<file path="src/rtl/serial_rcv.sv">
// serial_rcv: asynchronous serial receiver (start bit, DATA_BITS payload
// bits LSB first, one stop bit) with a single-entry output holding register.
//
// Parameters
//   BIT_PERIOD : clocks per serial bit (even, 4..255)
//   DATA_BITS  : payload bits per frame (5..8)
//
// Ports
//   clk           : system clock, all state on the rising edge
//   n_rst         : asynchronous active-low reset
//   serial_in     : already-synchronized serial line, idle high
//   data_read     : consumer acknowledges rx_data
//   rx_data       : last received payload
//   data_ready    : rx_data holds an unread frame
//   overrun_error : an unread frame was overwritten
//   framing_error : the last frame had its stop bit low
module serial_rcv #(
    parameter int BIT_PERIOD = 10,
    parameter int DATA_BITS  = 8
) (
    input  logic                 clk,
    input  logic                 n_rst,
    input  logic                 serial_in,
    input  logic                 data_read,
    output logic [DATA_BITS-1:0] rx_data,
    output logic                 data_ready,
    output logic                 overrun_error,
    output logic                 framing_error
);

    typedef enum logic [1:0] {
        IDLE,
        START,
        DATA,
        STOP
    } state_t;

    // The counter is cleared at the edge and at every sample point, so the
    // counter value seen at the sample edge is one less than the distance.
    localparam logic [7:0] HALF_LAST = 8'(BIT_PERIOD / 2 - 1);
    localparam logic [7:0] FULL_LAST = 8'(BIT_PERIOD - 1);
    localparam logic [3:0] LAST_BIT  = 4'(DATA_BITS - 1);

    state_t               state;
    state_t               next_state;
    logic                 prev_in;
    logic                 line_armed;
    logic [7:0]           bit_timer;
    logic [3:0]           bit_cnt;
    logic [DATA_BITS-1:0] shift_reg;
    logic                 load_pend;
    logic                 ferr_pend;
    logic                 start_clr;

    logic                 edge_det;
    logic                 sample_pt;
    logic                 timer_clear;
    logic                 shift_en;
    logic                 start_ok;
    logic                 stop_good;
    logic                 stop_bad;

    // State register.
    always_ff @(posedge clk or negedge n_rst) begin
        if (!n_rst) begin
            state <= IDLE;
        end else begin
            state <= next_state;
        end
    end

    // Next-state logic. A falling edge only counts once the line has been
    // seen high since reset, so a line held low through reset release cannot
    // start a frame until it rises and falls again.
    always_comb begin
        next_state = state;
        case (state)
            IDLE: begin
                if (line_armed && prev_in && !serial_in) begin
                    next_state = START;
                end
            end
            START: begin
                if (bit_timer == HALF_LAST) begin
                    next_state = serial_in ? IDLE : DATA;
                end
            end
            DATA: begin
                if (bit_timer == FULL_LAST && bit_cnt == LAST_BIT) begin
                    next_state = STOP;
                end
            end
            STOP: begin
                if (bit_timer == FULL_LAST) begin
                    next_state = IDLE;
                end
            end
            default: next_state = IDLE;
        endcase
    end

    // Output/control decode: sample points and the one-cycle events they
    // produce for the datapath.
    always_comb begin
        edge_det    = 1'b0;
        sample_pt   = 1'b0;
        timer_clear = 1'b0;
        shift_en    = 1'b0;
        start_ok    = 1'b0;
        stop_good   = 1'b0;
        stop_bad    = 1'b0;
        case (state)
            IDLE: begin
                edge_det = line_armed && prev_in && !serial_in;
            end
            START: begin
                sample_pt = (bit_timer == HALF_LAST);
                start_ok  = sample_pt && !serial_in;
            end
            DATA: begin
                sample_pt = (bit_timer == FULL_LAST);
                shift_en  = sample_pt;
            end
            STOP: begin
                sample_pt = (bit_timer == FULL_LAST);
                stop_good = sample_pt && serial_in;
                stop_bad  = sample_pt && !serial_in;
            end
            default: begin
                sample_pt = 1'b0;
            end
        endcase
        timer_clear = edge_det || sample_pt;
    end

    // Line history, bit timing and payload shift register.
    always_ff @(posedge clk or negedge n_rst) begin
        if (!n_rst) begin
            prev_in    <= 1'b1;
            line_armed <= 1'b0;
            bit_timer  <= 8'd0;
            bit_cnt    <= 4'd0;
            shift_reg  <= '0;
        end else begin
            prev_in    <= serial_in;
            line_armed <= line_armed || serial_in;
            if (timer_clear) begin
                bit_timer <= 8'd0;
            end else if (state != IDLE) begin
                bit_timer <= bit_timer + 8'd1;
            end
            if (start_ok) begin
                bit_cnt <= 4'd0;
            end else if (shift_en) begin
                bit_cnt <= bit_cnt + 4'd1;
            end
            if (shift_en) begin
                shift_reg <= {serial_in, shift_reg[DATA_BITS-1:1]};
            end
        end
    end

    // Sample-point events take effect on the clock after the sample, so they
    // are carried one cycle in these pending flags.
    always_ff @(posedge clk or negedge n_rst) begin
        if (!n_rst) begin
            load_pend <= 1'b0;
            ferr_pend <= 1'b0;
            start_clr <= 1'b0;
        end else begin
            load_pend <= stop_good;
            ferr_pend <= stop_bad;
            start_clr <= start_ok;
        end
    end

    // Holding register and status flags. A load beats a simultaneous
    // acknowledge: the new frame is marked ready and no overrun is flagged.
    always_ff @(posedge clk or negedge n_rst) begin
        if (!n_rst) begin
            rx_data       <= '0;
            data_ready    <= 1'b0;
            overrun_error <= 1'b0;
            framing_error <= 1'b0;
        end else begin
            if (load_pend) begin
                rx_data    <= shift_reg;
                data_ready <= 1'b1;
                if (data_ready) begin
                    overrun_error <= !data_read;
                end
            end else if (data_read && data_ready) begin
                data_ready    <= 1'b0;
                overrun_error <= 1'b0;
            end
            if (ferr_pend) begin
                framing_error <= 1'b1;
            end else if (start_clr) begin
                framing_error <= 1'b0;
            end
        end
    end

endmodule
</file>
<file path="config.mk">
export PLATFORM = sky130hd
export DESIGN_NAME = serial_rcv
export DESIGN_NICKNAME = d
export VERILOG_FILES = /design/src/rtl/serial_rcv.sv
export SDC_FILE = /design/constraint.sdc
export NUM_CORES = 1
export LEC_CHECK = 0
export BUFFER_PORTS_ARGS = -buffer_cell sky130_fd_sc_hd__buf_4
export CAP_MARGIN = 20
export CELL_PAD_IN_SITES_DETAIL_PLACEMENT = 2
export CELL_PAD_IN_SITES_GLOBAL_PLACEMENT = 2
export CORE_UTILIZATION = 42
export DETAILED_ROUTE_END_ITERATION = 8
export PLACE_DENSITY = 0.86
export SETUP_SLACK_MARGIN = 0.4
export SLEW_MARGIN = 30
export SYNTH_ARGS = -nofsm -noshare
export SYNTH_HDL_FRONTEND = slang
export SYNTH_SLANG_ARGS = --single-unit
</file>
<file path="constraint.sdc">
create_clock -name clk -period 3.2 [get_ports clk]
set_clock_uncertainty 0.1 [all_clocks]
set_input_delay 0.16 -clock clk [delete_from_list [all_inputs] [get_ports clk]]
set_output_delay 0.16 -clock clk [all_outputs]
set_load 0.05 [all_outputs]
</file>
==> flow_metrics.tcl <==
set metrics [dict create \
    clock_latency_ns 0.29 \
    post-place-ws_ns 0.9578 \
    slew_headroom_pct 49.38 \
    synth_compound_area_share_pct 8.289 \
    drt_first_pass_iters 2 \
    die_h_um 64.88 \
    wl_per_cell_um 17.98 \
    worstMarginPinSlew_ns 0.7535 \
    area_growth_pct 16.20 \
    synthXorXnorAreaFrac_pct 4.220 \
    grt_util_met2_pct 37.63 \
    required_ns 3.28 \
    clk_path_buf_depth 2 \
    ff2ff_path_depth 3 \
    first_iter_violations 48 \
    cp-start-kind "register" \
    synthAdderAreaFrac_pct 3.014 \
    dpl_cell_area_um2 1804 \
    grt_pass1_vias 1268 \
    cp.buffers_inverters 0 \
    critical_path_depth 3 \
    grt_antenna_before_repair 0 \
    setup_violations 0 \
    diodes 0 \
    fin_crit_ns 2.264 \
    met1_usage_pct 20.93 \
    avgSynthCellArea_um2 12.21 \
    grt_pass1_wl_mm 6.078 \
    core_um2 3716 \
    wl_mm 3.667 \
    cts_root_buf "clkbuf_8" \
    synthesis.instances 136 \
    yosys.area_share.simple_pct 11.98 \
    path_max_fanout 10 \
    crit_slowest_cell "or4_1" \
    viasPerCell 5.441 \
    die_area_um2 4209 \
    syn-cell-area_um2 1660 \
    dp.cells 193 \
    crit_type "register to register" \
    power.density_nw_per_um2 705.6 \
    max_stage_delay_ns 0.69 \
    io_pins 15 \
    num-fill-cells 370 \
    cts_max_level 2 \
    cts_buffers 5 \
    grt_most_used_layer "met2" \
    fin_nets 163 \
    worstPathArrival_ns 2.35 \
    max_freq_ghz 0.4416 \
    start_util_pct 44.68 \
    synth_seq_area_share_pct 57.35 \
    clk_transition_reported_paths_ns 0.07 \
    status "finished, final reports clean" \
    ys.flop_type "dfrtp_1" \
    drive_gt1_share_pct 27.56 \
    mostFrequentLayoutCell "dfrtp_1" \
    hpwl_mm 2.469 \
    power.leakage_nw 0.9291 \
    fin_setup_tns_ns 0 \
    grt_overflow 0 \
    gp_congestion 0.8293 \
    rsz0062_at_grt "no" \
    fp-row-count 22 \
    synth-seq-cells 38 \
    ys_warn_count 0 \
    postLayoutCellArea_um2 1929 \
    clkSinkCount 38 \
    fin_cells 204 \
    layout_setup_ws_ns 0.9356 \
    routed-via-count 1110 \
    ir_worst_vdd_uv 369.1 \
    port_buffers 14 \
    synth_top_family_by_area "multiplexers" \
    synthDistinctLibCells 38 \
    drtAntennaViolNets 0 \
    cp-end-kind "register" \
    synth_mux_area_share_pct 12.06 \
    grt_max_degree 39 \
    synthArstFlopShare_pct 100.0 \
    drv_cap 0 \
    most-common-layout-cells "dfrtp_1, mux2_2, buf_4" \
    hold_class "primary input to async pin" \
    cts_tree "done" \
    synth_edf_count 0 \
    slew_violations 0 \
    fp.dieW_um 64.88 \
    post-route-util_pct 51.92 \
    cts_resized 0 \
    synth.net_count 144 \
    hold_viol_final 0 \
    drc 0 \
    cp_top_family "simple AND/OR/NAND/NOR gates" \
    met3_usage_pct 4.754 \
    fin_crit_sh_pct 70.76 \
    path_cells "or4_1 -> nor3_4 -> mux2_2" \
    track_usage_pct 20.36 \
]
==> stage by stage <==
stage	hold WS [ns]	power [mW]
2_1_floorplan	-0.2356	0.9026
6_report	0.2655	1.361
3_5_place_dp	0.05210	1.010
3_3_place_gp	0.03937	0.9773
4_1_cts	0.2805	1.378
5_1_grt	0.2934	1.432
==> cell usage after synthesis, drive strengths merged (2+ instances only) <==
library cell,n,area (µm²)
xnor2,3,26.28
a21o,3,22.52
inv,8,30.03
ha,4,50.05
dfrtp,37,925.9
nor3,2,21.27
and4,2,18.77
mux2,16,180.2
or2,2,12.51
nor4,4,25.02
nand3,3,15.01
nor2,6,22.52
clkbuf,4,16.26
xor2,5,43.79
a21oi,8,40.04
o21ai,2,10.00
nand2,7,26.28
mux2i,2,20.02
nand4,2,12.51
o22ai,2,12.51
==> where the power goes <==
group / internal [mW] / switching, mW
registers: 0.555 / 0.0976
logic: 0.139 / 0.222
clock network: 0.173 / 0.174
==> metal layers <==
layer,routed length (µm),vias to the layer above
met5,0,-
met2,2043,16
met1,1443,568
li1,-,519
met4,78,0
met3,102,7
==> worst register-to-register path: cells and delay by family (launching register included) <==
kind | cells | cell delay (ns)
muxes | 1 | 0.40
DFF | 1 | 0.43
and+or+nand+nor | 2 | 1.23
==> logic make-up after synthesis <==
logic type	after synthesis
buffers and inverters	13
AND/OR/NAND/NOR	34
adder cells (fa/ha/maj)	4
multiplexers	18
AO/OA/AOI/OAI	21
flip-flops	38
XOR/XNOR	8
==> final cells by class <==
type	count	area, µm²	share of cell area, %
tap	48	60.06	3.113
clock inverter	2	12.51	0.6485
inverter	8	30.03	1.556
timing repair buffer	17	135.1	7.004
multi-input combinational	85	656.9	34.05
clock buffer	6	82.58	4.280
sequential	38	952.2	49.35
==> path summary, 6_finish.rpt <==
check / to / startpoint / slack (ns)
worst max-delay path: shift_reg[0] / bit_timer[4] / 0.94
max in group asynchronous: prev_in / n_rst / 2.39
worst min-delay path: framing_error / n_rst / 0.27
worst min register to register: framing_error / ferr_pend / 0.35
worst max register to register: shift_reg[0] / bit_timer[4] / 0.94
min in group clk: framing_error / ferr_pend / 0.35
==> what timing repair did <==
item | in CTS | in global routing
endpoints found under the hold margin | 39 | 0
setup buffers | 0 | 0
hold buffers | 3 | 0
Power figures use the tool's default switching activity.
